==> config.mk <==
export PLATFORM = sky130hd
export DESIGN_NAME = pc_gen
export DESIGN_NICKNAME = d
export VERILOG_FILES = /design/src/rtl/pc_gen.sv
export SDC_FILE = /design/constraint.sdc
export NUM_CORES = 1
export LEC_CHECK = 0
export ABC_AREA = 1
export CELL_PAD_IN_SITES_DETAIL_PLACEMENT = 1
export CELL_PAD_IN_SITES_GLOBAL_PLACEMENT = 2
export CORE_AREA = 2 2 139 141
export DETAILED_ROUTE_END_ITERATION = 8
export DIE_AREA = 0 0 141 143
export GPL_TIMING_DRIVEN = 0
export PLACE_DENSITY = 0.81
export SLEW_MARGIN = 10
export SYNTH_ARGS = -nofsm -noshare
export SYNTH_HDL_FRONTEND = slang
export SYNTH_SLANG_ARGS = --single-unit
==> constraint.sdc <==
create_clock -name clk -period 4.05 [get_ports clk]
set_clock_uncertainty 0.2 [all_clocks]
set_input_delay 1.0125 -clock clk [delete_from_list [all_inputs] [get_ports clk]]
set_output_delay 1.0125 -clock clk [all_outputs]
set_load 0.005 [all_outputs]
==> src/rtl/pc_gen.sv <==
// Purpose : program-counter generator for the RV32 fetch stage (reset vector, seq step, redirects, trap/mret, EPC).
// Latency : redirects and steps appear on pc one cycle after the sampling edge; pc_next is combinational from pc/inst_len.
// Backpr. : pc advances sequentially only on fetch_valid & fetch_ready; redirects flush regardless of fetch_ready.
//
// Ports:
//   clk, rst_n        clock (rising edge), asynchronous active-low reset
//   en                global enable; 0 freezes pc/epc/state and clears misaligned
//   branch[1:0]       0 NOP, 1 PC_ADDER, 2 ALU_OUT, 3 reserved (NOP)
//   alu_result        ALU_OUT target, bit 0 dropped (JALR semantics)
//   pc_adder_result   PC_ADDER target
//   inst_len          1 = 2-byte instruction (only when C_EXT=1), 0 = 4-byte
//   trap, mret        trap entry / return from trap
//   fetch_valid/ready fetch handshake towards instruction memory
//   pc, pc_next, epc  current fetch address, pc + step, saved trap PC
//   misaligned        one-cycle pulse when a branch target was misaligned
module pc_gen #(
  parameter int              XLEN         = 32,
  parameter logic [XLEN-1:0] RESET_VECTOR = 32'h0000_0000,
  parameter logic [XLEN-1:0] TRAP_VECTOR  = 32'h0000_0100,
  parameter int              C_EXT        = 0
) (
  input  logic            clk,
  input  logic            rst_n,
  input  logic            en,
  input  logic [1:0]      branch,
  input  logic [XLEN-1:0] alu_result,
  input  logic [XLEN-1:0] pc_adder_result,
  input  logic            inst_len,
  input  logic            trap,
  input  logic            mret,
  output logic            fetch_valid,
  input  logic            fetch_ready,
  output logic [XLEN-1:0] pc,
  output logic [XLEN-1:0] pc_next,
  output logic [XLEN-1:0] epc,
  output logic            misaligned
);

  typedef enum logic {
    BOOT = 1'b0,
    RUN  = 1'b1
  } state_t;

  localparam logic [1:0] BR_NOP      = 2'd0;
  localparam logic [1:0] BR_PC_ADDER = 2'd1;
  localparam logic [1:0] BR_ALU_OUT  = 2'd2;

  // Without the C extension every target must be word aligned.
  localparam logic [XLEN-1:0] ALIGN_MASK = (C_EXT != 0) ? XLEN'(1) : XLEN'(3);

  state_t            state_q, state_d;
  logic [XLEN-1:0]   pc_q, pc_d;
  logic [XLEN-1:0]   epc_q, epc_d;
  logic              mis_q, mis_d;

  logic [XLEN-1:0]   step;
  logic [XLEN-1:0]   target;
  logic              redirect;
  logic              target_mis;

  // Sequential step: halfword only for compressed instructions with C enabled.
  always_comb begin
    step = XLEN'(4);
    if ((C_EXT != 0) && inst_len) begin
      step = XLEN'(2);
    end
  end

  // Natural modulo-2^XLEN wrap at the top of the address space.
  assign pc_next = pc_q + step;

  // Branch target select; JALR drops bit 0 before the alignment check.
  always_comb begin
    target   = '0;
    redirect = 1'b0;
    case (branch)
      BR_PC_ADDER: begin
        target   = pc_adder_result;
        redirect = 1'b1;
      end
      BR_ALU_OUT: begin
        target   = alu_result & ~XLEN'(1);
        redirect = 1'b1;
      end
      default: begin
        target   = '0;
        redirect = 1'b0;
      end
    endcase
  end

  assign target_mis = (target & ALIGN_MASK) != '0;

  // Next-state: priority trap > mret > misaligned redirect > redirect > advance > stall.
  always_comb begin
    state_d = state_q;
    pc_d    = pc_q;
    epc_d   = epc_q;
    mis_d   = 1'b0;
    if (en) begin
      case (state_q)
        BOOT: begin
          // One idle cycle so the first fetch presents RESET_VECTOR with a valid handshake.
          state_d = RUN;
        end
        RUN: begin
          if (trap) begin
            epc_d = pc_q;
            pc_d  = TRAP_VECTOR;
          end else if (mret) begin
            pc_d = epc_q;
          end else if (redirect && target_mis) begin
            epc_d = pc_q;
            pc_d  = TRAP_VECTOR;
            mis_d = 1'b1;
          end else if (redirect) begin
            pc_d = target;
          end else if (fetch_ready) begin
            pc_d = pc_next;
          end
        end
        default: begin
          state_d = BOOT;
        end
      endcase
    end
  end

  always_ff @(posedge clk or negedge rst_n) begin
    if (!rst_n) begin
      state_q <= BOOT;
      pc_q    <= RESET_VECTOR;
      epc_q   <= '0;
      mis_q   <= 1'b0;
    end else begin
      state_q <= state_d;
      pc_q    <= pc_d;
      epc_q   <= epc_d;
      mis_q   <= mis_d;
    end
  end

  assign fetch_valid = (state_q == RUN);
  assign pc          = pc_q;
  assign epc         = epc_q;
  assign misaligned  = mis_q;

endmodule

After elaboration in Yosys (flattened, before gate mapping)
Cells that the tools add are included.
{"block": "totals", "regBits": 66}
{"block": "op_classes", "reduce_logical": 7, "mux": 15, "add_sub_neg": 1, "eq_ne": 3}
{"op": "$mux W32", "count": 8}
{"op": "$pmux W32 S2", "count": 1}
{"op": "$add A32 B3 Y32 const B", "count": 1}
{"op": "$reduce_bool A32 Y1", "count": 1}
{"op": "$mux W1", "count": 6}
{"op": "$reduce_bool A5 Y1", "count": 1}
{"op": "$reduce_and A4 Y1", "count": 1}
{"op": "$reduce_and A3 Y1", "count": 1}
{"op": "$eq A2 B1 Y1 const B", "count": 1}
{"op": "$eq A2 B2 Y1 const B", "count": 1}
{"op": "$ne A2 B2 Y1 const B", "count": 1}
{"op": "$reduce_bool A2 Y1", "count": 1}
{"op": "$reduce_or A2 Y1", "count": 1}
{"op": "$logic_and A1 B1 Y1", "count": 1}

Depth between registers and ports, before layout
{"block": "depth", "ltp_word": 9, "depth_mapped": 14, "ltp_nobuf": 13}

Worst setup path before layout
No wires, ideal clock.
{"block": "synth_path", "kind": "in2reg", "from": "input port branch[0]", "to": "register pc_q[19], in the netlist pc[19]", "path_slack_ns": 1.541, "n_path_buf": 1, "setup_ns": 0.065, "cell_stages": 13, "t_arrival_ns": 2.244, "required_time_ns": 3.785, "path_cell_list": "inv_1 ha_1 inv_2 nand2_1 inv_2 nor2_4 inv_2 buf_2 nor2_1 nand2_1 nand2_1 nand2_1 nand2_1"}
{"block": "synth_between", "elab_chain_len": 7, "elab_cells_between_ends": 13, "classes_between": "2 x eq/ne; 6 x mux; 5 x reduce/logical"}
{"element": "start, declared", "line": "25", "rtl": "input logic [1:0] branch,"}
{"element": "$eq A2 B2 Y1 / $eq A2 B1 Y1 (equally long branches)", "line": "76", "rtl": "case (branch)"}
{"element": "$pmux W32 S2 / $reduce_or A2 Y1 (equally long branches)"}
{"element": "$reduce_bool A32 Y1 / $mux W1 (equally long branches)", "line": "92, 76"}
{"element": "$logic_and A1 B1 Y1 / $mux W32 (equally long branches)", "line": "112, 116"}
{"element": "$mux W32", "line": "112", "rtl": "end else if (redirect && target_mis) begin"}
{"element": "$mux W32", "line": "110", "rtl": "end else if (mret) begin"}
{"element": "$mux W32", "line": "107", "rtl": "if (trap) begin"}
{"element": "end signal, assigned", "line": "137", "rtl": "pc_q <= pc_d;"}
{"element": "end, declared", "line": "52", "rtl": "logic [XLEN-1:0] pc_q, pc_d;"}
Parallel ways exist; a longest one is shown, timed or not.
A chain may end at the register's enable or synchronous reset.

Worst setup path in the final report
{"block": "layout_path", "from": "register pc_q[3], in the netlist pc[3]", "to": "output port pc_next[20]"}
{"block": "layout_between", "elab_chain_len": 1}
{"element": "$add A32 B3 Y32", "line": "70", "rtl": "assign pc_next = pc_q + step;"}
{"element": "end, declared", "line": "34", "rtl": "output logic [XLEN-1:0] pc_next,"}
No other way between the ends.

==> summary.md <==
| Metric | Value |
|---|---|
| R2R Path Start | pc[3] |
| Initial Utilization | 0.235 |
| CTS tree | yes |
| Pwr dens | approximately 330 nW/µm² |
| Synthesized area per cell | around 6.4 µm² |
| CP max-delay cell | clkdlybuf4s50_1 |
| Net Sw Frac | 0.322 |
| Worst Hold Path EP | fetch_valid |
| DR iter-0 viols | 259 |
| H-Tree Level Count | 3 |
| Fin crit share | 0.936 |
| HPWL after detailed placement | 15.7 mm |
| Unrepaired setup endpoints after global routing | no |
| NumNets Final | ~930 |
| Die Area | 20200 µm² |
| Clock sinks | 66 |
| Crit start category | register |
| WS Path Type | register to output pin |
| Hold Buf Count CTS | 0 |
| Worst path cell trace | ha_1 -> nand2_1 -> nor2_2 -> nand2_2 -> nor2_2 -> nand3b_1 -> nand2_1 -> clkdlybuf4s50_1 |
| CTS Buf Count | 9 |
| Grt total ovfl | 0 |
| Clock Path Buffers | 2 |
| # Max-Cap Violations | 0 |
| Worst R2R Setup Slack | 1.82 ns |
| P&R area growth vs syn | 51.3% |
| Synth top area share | 0.377 |
| Leakage power | 2.91 nW |
| Post-Synth Simple-Gate Area | 0.403 |
| Internal power consumption | 0.00149 W |
| Clock power frac | 0.328 |
| Vias per Instance | 4.67 |
| Worst endpoint data arrival time | 2.58 ns |
| Placed Instance Area | approximately 6400 µm² |
| Worst relative slew slack | 0.502 |
| Worst Path Required | roughly 2.8 ns |
| Root Driver | clkbuf_16 |
| Worst R2R Path Depth | 12 |
| Mapped Area | between 4000 and 5000 µm² |
| Cells on Worst Hold Path | 1 |
| Post CTS Setup Buffer Count | 0 |
| Actual slew at the worst max-slew pin | around 0.75 ns |
| Tot Pwr | 0.00220 W |
| Clk slew on worst S/H paths | 0.05 ns |
| Drt drc | 0 |
| Synth area leader | dfrtp_1 |
| Mapped Cells | ~680 |
| Maximum vdd drop | 0.000205 V |
| TNS Setup | 0 ns |
| Crit end category | output pin |
| Die X | 141 µm |
| Fin util | 0.356 |
| Seq/Total Area, Yosys | 0.377 |
| Diode count | 0 |
| Comb power frac | 0.299 |
| Core ar. | 18600 µm² |
| Finished Cell Area | 6620 µm² |
| Initial antenna violation count | 0 |
| Pre-antenna DRT Iters | 4 |
| Syn nets | 755 |
| Asr flop ratio synth | 1.00 |
| Clock period minus worst slack | 3.79 ns |
| Hold Violations, Final | 0 |
| Largest net degree at the start of global routing | 47 |
| Routed WL | 20.2 mm |
| FF-to-FF End | pc[28] |
| Reg power frac | 0.372 |
| Layout cells sized above 1 | 0.0569 |
| I/O pins | approximately 170 |
| Synth cell types | 25 |
| Post-synthesis mux area share | 0 |
| Status | completed |
| Top post-synthesis cells by area | dfrtp_1 38%, nand2_1 27%, o21ai_0 5.9% |
| Synth Area in Compound Gates | 0.126 |
| Hold Path Origin | fetch_valid |
| Final-report max-slew violation count | 0 |
| Post-cts resize count | 0 |
| First-pass GRT wire length | 30.9 mm |
| Largest stage delay, worst path | between 0.5 and 0.6 ns |
| FMAX | 264 MHz |
| Finish-stage setup viols | 0 |
| Post-route ant nets | 0 |
| Input/output buffers | 167 |
| Vias | about 5000 |
| Prevailing post-synth register cell | dfrtp_1 |
| Post-synthesis adder-cell area fraction | 0.00858 |
| Clk Latency, worst-skew pair | 0.35 ns |
| Rows | 50 |
| Yosys warning total | 0 |
| Wire length per cell | 18.5 µm |
| RePlAce Congestion | 0.788 |
| Count of flip-flops with a built-in enable after synthesis | 0 |
| #FFs+latches synth | 66 |
| DIE HEIGHT | 143 µm |
| Max FO, Critical Path | 6 |
| Vias in the first global route | 5152 |
| Main combinational cell family by area after synthesis | simple AND/OR/NAND/NOR gates |
| Switch Pwr | 0.000707 W |
| Hold WC Path Type | register to register |
| Xor/xnor share of the synthesized area | 0.00601 |
| GRT Util Overall | 0.205 |
power by group through the flow:
stage	logic [W]	clock network (W)	registers, W
floorplan	0.000255	0	0.000809
global placement	0.000657	0	0.000829
detailed placement	0.000665	0	0.000829
CTS	0.000669	0.000736	0.000819
global route	0.000725	0.000771	0.000831
finish	0.000657	0.000722	0.000818
Yosys cell counts, types with 2 or more instances:
cell	number
inv_2	4
o21ai_1	8
ha_1	3
clkbuf_1	15
nand3_1	46
xor2_1	3
nor2_2	10
nand2_1	318
buf_6	2
o21ai_0	52
nand3b_1	4
a221oi_1	18
inv_1	47
nor2_1	55
dfrtp_1	66
buf_4	2
buf_2	12
o211ai_1	5
a21oi_4	2
nand2_2	2
cell type report:
type / instances / area (µm²)
fill: 2328 / 12000
multi-input combinational: 531 / 2380
timing repair buffer: 168 / 1700
sequential: 66 / 1650
tap: 234 / 293
clock buffer: 14 / 254
inverter: 51 / 191
buffer: 31 / 154
how the worst max path moves through the flow:
stage	from	cells after the start	end
floorplan	branch[0]	13	pc[19]
global placement	rst_n	1	pc[23]
detailed placement	branch[0]	9	epc[25]
CTS	pc[3]	8	pc_next[20]
global route	pc[3]	8	pc_next[20]
finish	pc[3]	8	pc_next[20]
flip-flops by register name, summed over array words and instances, names as in the netlist:
name         flops
misaligned       1
pc              32
fetch_valid      1
epc             32
layer usage:
layer  vias to the layer above  global-route usage  share of wire
met4                         0              0.0474         0.0094
met3                        11              0.0278          0.033
met1                      2473               0.283           0.48
met2                       106               0.340           0.48
li1                       2524                   -              -
met5                         -                   0              0
metrics by stage:
stage / instances / hold WS (ns) / setup slack (ns)
2_1_floorplan: 679 / 0.288 / 1.54
3_3_place_gp: 1080 / 0.288 / -0.870
3_5_place_dp: 1081 / 0.299 / 0.347
4_1_cts: 1095 / 0.315 / 0.197
5_1_grt: 1095 / 0.332 / 0.0845
6_report: 1095 / 0.311 / 0.260
cells in the final DEF, fill, tap and decap left out, drive strengths merged, types with 18 or more instances in the layout:
master	n
clkdlybuf4s50	166
dfrtp	66
buf	18
o21ai	60
nor2	66
inv	51
clkbuf	29
nand2	320
nand3	46
a221oi	18
critical path: cells and delay by family, from the launching register on:
family                   cells  cell delay (ns)
flip-flops                   1             0.40
buffers and inverters        1             0.51
adder cells (fa/ha/maj)      1             0.20
AND/OR/NAND/NOR              6             1.12
cells by family after synthesis:
group,after synthesis
AND/OR/NAND/NOR,439
XOR/XNOR,3
flip-flops,66
adder cells (fa/ha/maj),3
buffers and inverters,82
AO/OA/AOI/OAI,86
No activity file was read; power rests on OpenSTA's default activity.
